==> src/rtl/nibble_serial_alu_ctrl_if.sv <==
// Handshake, operand/result and adder-slice signals of the nibble-serial ALU sequencer.
// The slave side is the sequencer; the master side is the datapath control plus the adder slice.
interface nibble_serial_alu_ctrl_if #(
  parameter int WIDTH = 32
);
  logic             start;
  logic             opSub;
  logic [WIDTH-1:0] aIn;
  logic [WIDTH-1:0] bIn;
  logic [3:0]       addA;
  logic [3:0]       addB;
  logic             addCin;
  logic [3:0]       addSum;
  logic             addCout;
  logic             busy;
  logic             done;
  logic [WIDTH-1:0] result;
  logic             carryOut;
  logic             overflow;
  logic             zero;

  modport slave (
    input  start, opSub, aIn, bIn, addSum, addCout,
    output addA, addB, addCin, busy, done, result, carryOut, overflow, zero
  );

  modport master (
    output start, opSub, aIn, bIn, addSum, addCout,
    input  addA, addB, addCin, busy, done, result, carryOut, overflow, zero
  );
endinterface

==> src/rtl/nibble_serial_alu_ctrl.sv <==
// Sequences WIDTH-bit add/subtract through one external 4-bit adder slice, LSB nibble first,
// with a start/busy/done handshake and registered carry/overflow/zero flags.
module nibble_serial_alu_ctrl #(
  parameter int WIDTH = 32
) (
  input  logic                    clk,
  input  logic                    reset,
  nibble_serial_alu_ctrl_if.slave bus
);
  localparam int NIBBLES = WIDTH / 4;
  localparam int CNT_W   = $clog2(NIBBLES);
  localparam logic [CNT_W-1:0] LAST_NIB = CNT_W'(NIBBLES - 1);

  typedef enum logic [1:0] {S_IDLE, S_RUN, S_DONE} state_e;

  state_e           state_q, state_d;
  logic [WIDTH-1:0] a_q, a_d;
  logic [WIDTH-1:0] b_q, b_d;
  logic [WIDTH-1:0] result_q, result_d;
  logic [CNT_W-1:0] cnt_q, cnt_d;
  logic             carry_q, carry_d;
  logic             cout_q, cout_d;
  logic             ovf_q, ovf_d;
  logic             zero_q, zero_d;
  logic [CNT_W+1:0] nib_lsb;

  // b is already inverted for subtract, so equal MSBs mean same-sign addends.
  function automatic logic signed_ovf(input logic a_msb, input logic b_msb, input logic r_msb);
    return (a_msb == b_msb) && (r_msb != a_msb);
  endfunction

  assign nib_lsb = {cnt_q, 2'b00};

  always_ff @(posedge clk) begin
    if (reset) begin
      state_q  <= S_IDLE;
      a_q      <= '0;
      b_q      <= '0;
      result_q <= '0;
      cnt_q    <= '0;
      carry_q  <= 1'b0;
      cout_q   <= 1'b0;
      ovf_q    <= 1'b0;
      zero_q   <= 1'b0;
    end else begin
      state_q  <= state_d;
      a_q      <= a_d;
      b_q      <= b_d;
      result_q <= result_d;
      cnt_q    <= cnt_d;
      carry_q  <= carry_d;
      cout_q   <= cout_d;
      ovf_q    <= ovf_d;
      zero_q   <= zero_d;
    end
  end

  always_comb begin
    state_d    = state_q;
    a_d        = a_q;
    b_d        = b_q;
    result_d   = result_q;
    cnt_d      = cnt_q;
    carry_d    = carry_q;
    cout_d     = cout_q;
    ovf_d      = ovf_q;
    zero_d     = zero_q;
    bus.addA   = 4'h0;
    bus.addB   = 4'h0;
    bus.addCin = 1'b0;

    unique case (state_q)
      S_RUN: begin
        bus.addA   = a_q[nib_lsb +: 4];
        bus.addB   = b_q[nib_lsb +: 4];
        bus.addCin = carry_q;
        result_d[nib_lsb +: 4] = bus.addSum;
        carry_d    = bus.addCout;
        cnt_d      = cnt_q + 1'b1;
        if (cnt_q == LAST_NIB) begin
          state_d = S_DONE;
          cout_d  = bus.addCout;
          ovf_d   = signed_ovf(a_q[WIDTH-1], b_q[WIDTH-1], result_d[WIDTH-1]);
          zero_d  = (result_d == '0);
        end
      end
      S_DONE:  state_d = S_IDLE;
      default: state_d = S_IDLE;
    endcase

    // A start in IDLE or DONE wins over the default IDLE transition.
    if (bus.start && (state_q != S_RUN)) begin
      state_d  = S_RUN;
      a_d      = bus.aIn;
      b_d      = bus.opSub ? ~bus.bIn : bus.bIn;
      carry_d  = bus.opSub;
      cnt_d    = '0;
      result_d = '0;
      cout_d   = 1'b0;
      ovf_d    = 1'b0;
      zero_d   = 1'b0;
    end
  end

  assign bus.busy     = (state_q == S_RUN);
  assign bus.done     = (state_q == S_DONE);
  assign bus.result   = result_q;
  assign bus.carryOut = cout_q;
  assign bus.overflow = ovf_q;
  assign bus.zero     = zero_q;
endmodule

==> src/flat_wrapper.sv <==
// flat-port wrapper written by rule: the top's interface ports become plain ports
module nibble_serial_alu_ctrl_flat 
#(
  parameter int WIDTH = 32
)
  (clk, reset, bus_start, bus_opSub, bus_aIn, bus_bIn, bus_addSum, bus_addCout, bus_addA, bus_addB, bus_addCin, bus_busy, bus_done, bus_result, bus_carryOut, bus_overflow, bus_zero);
  nibble_serial_alu_ctrl_if #(.WIDTH(WIDTH)) bus_i ();
  input  logic clk;
  input  logic reset;
  input wire logic [$bits(bus_i.start)-1:0] bus_start;
  input wire logic [$bits(bus_i.opSub)-1:0] bus_opSub;
  input wire logic [$bits(bus_i.aIn)-1:0] bus_aIn;
  input wire logic [$bits(bus_i.bIn)-1:0] bus_bIn;
  input wire logic [$bits(bus_i.addSum)-1:0] bus_addSum;
  input wire logic [$bits(bus_i.addCout)-1:0] bus_addCout;
  output wire logic [$bits(bus_i.addA)-1:0] bus_addA;
  output wire logic [$bits(bus_i.addB)-1:0] bus_addB;
  output wire logic [$bits(bus_i.addCin)-1:0] bus_addCin;
  output wire logic [$bits(bus_i.busy)-1:0] bus_busy;
  output wire logic [$bits(bus_i.done)-1:0] bus_done;
  output wire logic [$bits(bus_i.result)-1:0] bus_result;
  output wire logic [$bits(bus_i.carryOut)-1:0] bus_carryOut;
  output wire logic [$bits(bus_i.overflow)-1:0] bus_overflow;
  output wire logic [$bits(bus_i.zero)-1:0] bus_zero;
  assign bus_i.start = bus_start;
  assign bus_i.opSub = bus_opSub;
  assign bus_i.aIn = bus_aIn;
  assign bus_i.bIn = bus_bIn;
  assign bus_i.addSum = bus_addSum;
  assign bus_i.addCout = bus_addCout;
  assign bus_addA = bus_i.addA;
  assign bus_addB = bus_i.addB;
  assign bus_addCin = bus_i.addCin;
  assign bus_busy = bus_i.busy;
  assign bus_done = bus_i.done;
  assign bus_result = bus_i.result;
  assign bus_carryOut = bus_i.carryOut;
  assign bus_overflow = bus_i.overflow;
  assign bus_zero = bus_i.zero;
  nibble_serial_alu_ctrl #(.WIDTH(WIDTH)) u_core (.clk(clk), .reset(reset), .bus(bus_i));
endmodule
==> config.mk <==
export PLATFORM = sky130hd
export DESIGN_NAME = nibble_serial_alu_ctrl_flat
export DESIGN_NICKNAME = d
export VERILOG_FILES = /design/src/rtl/nibble_serial_alu_ctrl_if.sv /design/src/rtl/nibble_serial_alu_ctrl.sv /design/src/flat_wrapper.sv
export SDC_FILE = /design/constraint.sdc
export NUM_CORES = 1
export LEC_CHECK = 0
export BUFFER_PORTS_ARGS = -buffer_cell sky130_fd_sc_hd__buf_2
export CAP_MARGIN = 40
export CORE_UTILIZATION = 54
export DETAILED_ROUTE_END_ITERATION = 7
export PLACE_DENSITY_LB_ADDON = 0.2
export SETUP_SLACK_MARGIN = 0.05
export SYNTH_ARGS = -nofsm -noshare
export SYNTH_HDL_FRONTEND = slang
export SYNTH_SLANG_ARGS = --single-unit
==> constraint.sdc <==
create_clock -name clk -period 3.7 [get_ports clk]
set_input_delay 0.555 -clock clk [delete_from_list [all_inputs] [get_ports clk]]
set_output_delay 0.555 -clock clk [all_outputs]
set_load 0.03 [all_outputs]
==> results.cfg, run 1 <==
[critical_path]
cp_data_required_time_ns = 4.00
reg2reg_depth = 9
slowest_delay_ns = 0.65
worstPathCellList = clkinv_1 > ha_1 > nor4bb_1 > buf_4 > o21bai_1 > a32o_1 > a22oi_1 > or4_1 > o21ai_1
crit_arrival_ns = 3.20
cp_slowest_cell = ha_1
r2r_slack_ns = 0.81
crit_path_max_fanout = 10
crit_type = flop to flop
worst_setup_path_end_kind = flop
start_kind = flop

[drt]
routed_wl_um = 11600
via_count = 4333
viasPerCell = 5.53
ant_nets = 0
dr.pass1.iters = 7
drtIter0Drc = 232
drc = 8
routedWlPerCell_um = 14.8

[clocking]
h-tree-depth = 3
post-cts-setup-buffers = 0
cts_sinks = 105
hold_buffers = 0
cts_tree = done
clock-root-buffer = clkbuf_8
cts_max_path_buffers = 2
clk_latency_ns = 0.37
ctsResizeCount = 0
cts_made_buffers = 9
clk_pin_slew_ns = 0.11

[logic_synthesis]
yosysWarnings = 0
synth_top_cells_by_count = nand2_1, dfxtp_1, nor2_1, a21oi_1, clkbuf_1
synth-seq-cells = 105
yosysUniqueCellTypes = 49
async_reset_ff_share_pct = 0
avgSynthCellArea_um2 = 8.55
synthesis.nets = 661
synth_top_area_cell = dfxtp_1
synth_area_leaders = dfxtp_1, nand2_1, mux4_2
yosysTopAreaCellShare_pct = 42.1
ys_seq_area_share_pct = 42.1
yosysMostFrequentCell = nand2_1
synth_edf_count = 0
syn_area_mm2 = 0.00499
syn-instance-count = 583
synth_ff_type = dfxtp_1

[cells_and_area]
layout.nets = 749
fin_util_pct = 65.4
n_antenna_cell = 0
syn_to_final_growth_pct = 16.0
layout-drive-gt1-share_pct = 24.9

[floorplanning]
die_w_um = 98.1
start_util_pct = 56.4
fp-row-count = 34
fp.coreArea_mm2 = 0.00885
die-area_mm2 = 0.00962
die_h_um = 98.1
ios = 119

[sta]
fmax_mhz = 346
slew_violations = 0
setup_viol = 0
fin_setup_tns_ns = 0
period_share_pct = 78.2
fin_crit_ns = 2.89
slew_headroom_pct = 41.3
rsz0062_at_grt = no
final_hold_viol_count = 0
layout_setup_ws_ns = 0.806
tightestPinTransition_ns = 0.880
skew_ns = 0.0125

[power]
p_int_mw = 1.67
p_switching_mw = 0.634
p_clk_share_pct = 32.1
p_seq_share_pct = 52.7
vdd_drop_max_mv = 0.216
switching_share_pct = 27.5
power_density_mw_per_mm2 = 399
p_comb_share_pct = 15.1
leakage_nw = 2.30

[job]
cap_violations = 0

[run_status]
status = finished, violations left
violations = design-rule violations

[min_path]
hold_path.class = primary input to flop
min_path_cells = 3

[place]
port_buffers = 118
dp_hpwl_um = 8280
gp_congestion = 0.889
dp_slack_ns = 0.840

[grt]
grt_max_degree = 69
grt_usage_pct = 24.7
antenna_found_initial = 0
grt-ovfl-total = 0
grt_pass1_vias = 4051
grt_pass1_wl_um = 18800
[cells in the final DEF (no fill, tap or decap), types with 2 or more instances in the layout]
cell        synthesis  layout
o21ai_0             8       8
xnor2_1            33      33
nor2_1             69      69
ha_1                5       5
or2_1               2       2
or3_1               2       2
nand2b_1            5       5
a21oi_1            64      64
nor3_1              4       4
dfxtp_1           105     105
nand2_1           113     113
buf_2               4     118
o2111ai_1           2       2
mux2i_1            17      17
o31ai_1             2       2
o211ai_1            2       2
buf_4               1       9
clkbuf_8            0      10
nor4_1              4       4
clkinvlp_4          0       2
nor2b_1             2       2
a211oi_1           33      33
mux4_2             16      16
inv_1               4       4
a22oi_1             2       2
nand3_1            14      14
or4_1               2       2
[path summary, 6_finish.rpt]
check,from,end
max reg2reg,u_core.cnt_q[2]$_SDFFE_PP0P_,u_core.bus.zero$_SDFFE_PP0P_
min reg2reg,u_core.a_q[12]$_SDFFE_PP0P_,u_core.a_q[12]$_SDFFE_PP0P_
max,u_core.cnt_q[2]$_SDFFE_PP0P_,u_core.bus.zero$_SDFFE_PP0P_
min,bus_aIn[26],u_core.a_q[26]$_SDFFE_PP0P_
[cells by family (layout without fill, tap and decap cells)]
family                   count (synthesis)  count (layout)  share of synthesized area [%]
XOR/XNOR                                33              33                           5.80
flip-flops                             105             105                           42.1
AO/OA/AOI/OAI                          121             121                           14.8
buffers and inverters                   57             150                           4.92
multiplexers                            33              33                           10.6
AND/OR/NAND/NOR                        229             229                           20.4
adder cells (fa/ha/maj)                  5               5                           1.25
[critical path, delay by kind of cell (launching register included)]
family                   cells  cell delay, ns
AO/OA/AOI/OAI                4            0.50
adder cells (fa/ha/maj)      1            0.65
buffers and inverters        2            0.49
flip-flops                   1            0.34
AND/OR/NAND/NOR              2            0.84
[cell type report]
cell class / count / area [µm²]
Clock buffer: 11 / 141
Clock inverter: 5 / 62.6
Fill cell: 774 / 3070
Inverter: 6 / 22.5
Multi-Input combinational cell: 421 / 2640
Sequential cell: 105 / 2100
Tap cell: 108 / 135
Timing Repair Buffer: 128 / 678
[metrics by stage]
step	power (mW)	instance area, µm²	std cells	hold WS (ns)
after detailed placement	1.59	5580	768	0.446
after global placement	1.58	5580	768	0.440
after CTS	2.32	5780	784	0.393
after floorplan	1.49	4990	583	0.433
after global routing	2.40	5780	784	0.398
final	2.31	5780	784	0.403
[power by group through the flow]
| stage | combinational [mW] | clock [mW] | sequential [mW] |
|---|---|---|---|
| 6_report | 0.349 | 0.741 | 1.22 |
| 4_1_cts | 0.352 | 0.753 | 1.22 |
| 3_3_place_gp | 0.342 | 0 | 1.24 |
| 2_1_floorplan | 0.253 | 0 | 1.24 |
| 5_1_grt | 0.385 | 0.791 | 1.22 |
| 3_5_place_dp | 0.351 | 0 | 1.24 |
[flip-flops by register name, indices dropped and copies added, names as in the netlist]
register and flops:
u_core.a_q 32, u_core.carry_q 1, u_core.state_q 2, u_core.b_q 32
u_core.bus.carryOut 1, u_core.cnt_q 3, u_core.bus.result 32, u_core.bus.overflow 1
u_core.bus.zero 1
[layer usage]
metal,global-route usage (%),routed length (µm)
met1,31.4,5030
met4,10.1,204
met3,3.94,732
met2,41.8,5630
met5,0,0
Note: power is estimated with default switching activity, not from simulation.
==> inputs of run 2 (changes only) <==
--- a/config.mk
+++ b/config.mk
@@ -5,9 +5,10 @@
 export SDC_FILE = /design/constraint.sdc
 export NUM_CORES = 1
 export LEC_CHECK = 0
+export ABC_AREA = 1
 export BUFFER_PORTS_ARGS = -buffer_cell sky130_fd_sc_hd__buf_2
 export CAP_MARGIN = 40
-export CORE_UTILIZATION = 54
+export CORE_UTILIZATION = 55
 export DETAILED_ROUTE_END_ITERATION = 7
 export PLACE_DENSITY_LB_ADDON = 0.2
 export SETUP_SLACK_MARGIN = 0.05
==> constraint.sdc (replaced) <==
create_clock -name clk -period 2.8 [get_ports clk]
set_input_delay 0.42 -clock clk [delete_from_list [all_inputs] [get_ports clk]]
set_output_delay 0.42 -clock clk [all_outputs]
set_load 0.03 [all_outputs]
==> results.cfg, run 2 <==
[place]
dp_hpwl_um = 9680
gp_congestion = 0.912
port_buffers = 118
dp.cells = 990
dp_slack_ns = 0.351
placed_area_mm2 = 0.00599

[clocking]
h-tree-depth = 3
post-cts-setup-buffers = 0
cts_max_path_buffers = 2
clk_latency_ns = 0.36
cts_made_buffers = 9
clk_pin_slew_ns = 0.10
ctsResizeCount = 0
hold_buffers = 0
clock-root-buffer = clkbuf_8
cts_tree = done
cts_sinks = 105

[sta]
slew_headroom_pct = 42.3
setup_viol = 0
holdWs_ns = 0.242
fin_crit_ns = 2.48
rsz0062_at_grt = no
layout_setup_ws_ns = 0.319
slew_violations = 0
tightestPinTransition_ns = 0.866
final_hold_viol_count = 0
period_share_pct = 88.6
fmax_mhz = 403
fin_setup_tns_ns = 0
skew_ns = 0.0167

[logic_synthesis]
ys_seq_area_share_pct = 39.3
syn-instance-count = 778
yosysMostFrequentCell = nand2_1
syn_area_mm2 = 0.00535
synth_top_cells_by_count = nand2_1, nor2_1, dfxtp_1, o21ai_0, inv_1
synth-seq-cells = 105
yosysTopAreaCellShare_pct = 39.3
async_reset_ff_share_pct = 0
synthesis.nets = 856
yosysUniqueCellTypes = 31
avgSynthCellArea_um2 = 6.88
yosysWarnings = 0
synth_edf_count = 0
synth_area_leaders = dfxtp_1, nand2_1, o21ai_0
synth_ff_type = dfxtp_1
synth_top_area_cell = dfxtp_1

[floorplanning]
die_w_um = 101
fp.coreArea_mm2 = 0.00933
die_h_um = 101
ios = 119
die-area_mm2 = 0.0101
start_util_pct = 57.4
fp-row-count = 35

[drt]
routed_wl_um = 13600
viasPerCell = 5.28
ant_nets = 0
drtIter0Drc = 242
routedWlPerCell_um = 13.6
dr.pass1.iters = 5
via_count = 5309
drc = 0

[min_path]
hold_path.class = primary input to flop
whs_endpoint = u_core.state_q[1]$_SDFFE_PP0P_
hp-start = reset
min_path_cells = 2

[critical_path]
cp_data_required_time_ns = 3.06
reg2reg_depth = 10
start_kind = flop
cp_common_cell = inv_1
slowest_delay_ns = 0.52
crit_type = flop to flop
r2r_slack_ns = 0.32
worstPathCellList = inv_1 > ha_1 > inv_1 > nand3_1 > o21ai_0 > inv_1 > nand2_1 > nand3_1 > o2111ai_1 > inv_1
crit_arrival_ns = 2.74
crit_path_max_fanout = 15
worst_setup_path_end_kind = flop
r2r-start = u_core.cnt_q[2]$_SDFFE_PP0P_
cp_slowest_cell = dfxtp_1
r2r_end = u_core.bus.overflow$_SDFFE_PP0P_

[job]
cap_violations = 0

[cells_and_area]
final_cell_mix = nand2_1, buf_2, nor2_1, dfxtp_1, o21ai_0
fin_util_pct = 66.3
final_common_cell = nand2_1
layout.nets = 950
syn_to_final_growth_pct = 15.5
instances_no_fill = 1006
n_antenna_cell = 0
final_area_mm2 = 0.00618
layout-drive-gt1-share_pct = 18.6

[power]
power_density_mw_per_mm2 = 517
vdd_drop_max_mv = 0.332
leakage_nw = 3.04
power.total_mw = 3.20

[grt]
grt_usage_pct = 28.0
grt_max_degree = 57
grt-ovfl-total = 0
grt_pass1_vias = 4829
grt_pass1_wl_um = 22800
antenna_found_initial = 0

[run_status]
status = finished clean
-- run 2: changes by cell type in the layout (fill, tap and decap cells not counted), sizes merged, moves of 8 or more --
cell,before,now
inv,6,96
nand2,113,130
o21ai,9,93
o22ai,1,20
a31oi,0,8
a211oi,33,0
nand4,1,20
mux2i,17,0
nor2,70,115
nand3,14,53
mux4,16,0
a21oi,64,44
-- run 2: worst max-delay path by stage --
stage                                       startpoint                                to  slack (ns)
after floorplan           u_core.cnt_q[1]$_SDFFE_PP0P_      u_core.bus.zero$_SDFFE_PP0P_        0.37
after global placement    u_core.cnt_q[2]$_SDFFE_PP0P_  u_core.bus.overflow$_SDFFE_PP0P_        0.39
after detailed placement  u_core.cnt_q[2]$_SDFFE_PP0P_  u_core.bus.overflow$_SDFFE_PP0P_        0.35
after CTS                 u_core.cnt_q[1]$_SDFFE_PP0P_      u_core.bus.zero$_SDFFE_PP0P_        0.34
after global routing      u_core.cnt_q[0]$_SDFFE_PP0P_      u_core.bus.zero$_SDFFE_PP0P_        0.08
final                     u_core.cnt_q[2]$_SDFFE_PP0P_  u_core.bus.overflow$_SDFFE_PP0P_        0.32
-- run 2: routing by layer --
layer / vias to the layer above / GRT usage (%) / share of wire, %
li1: 2719 / - / -
met1: 2407 / 37.4 / 45
met2: 164 / 47.3 / 49
met3: 19 / 2.98 / 4.5
met4: 0 / 9.14 / 1.7
met5: - / 0 / 0
-- run 2: power breakdown --
group	leakage, nW	switching (mW)	internal, mW
Sequential	0.863	0.0464	1.59
Clock	0.0940	0.566	0.343
Combinational	2.08	0.423	0.225
-- run 2: area by class of cell --
type	count	area, µm²
Clock inverter	7	61.3
Timing Repair Buffer	133	711
Inverter	93	352
Fill cell	897	3150
Sequential cell	105	2100
Multi-Input combinational cell	530	2670
Tap cell	129	161
Clock buffer	9	124
-- run 2: cells by family after synthesis --
| group | count (synthesis) | share of synthesized area [%] |
|---|---|---|
| xor gates and xnor gates | 32 | 5.24 |
| AOI/OAI and AO/OA | 173 | 17.5 |
| buffers and inverters | 143 | 10.9 |
| DFF | 105 | 39.3 |
| adders and majority gates | 5 | 1.17 |
| and+or+nand+nor | 320 | 26.0 |
-- run 2: critical path: cells and delay by family, from the launching register on --
family | cells | cell delay, ns
flip-flops | 1 | 0.52
buffers and inverters | 4 | 0.64
adder cells (fa/ha/maj) | 1 | 0.40
AO/OA/AOI/OAI | 2 | 0.45
AND/OR/NAND/NOR | 3 | 0.38
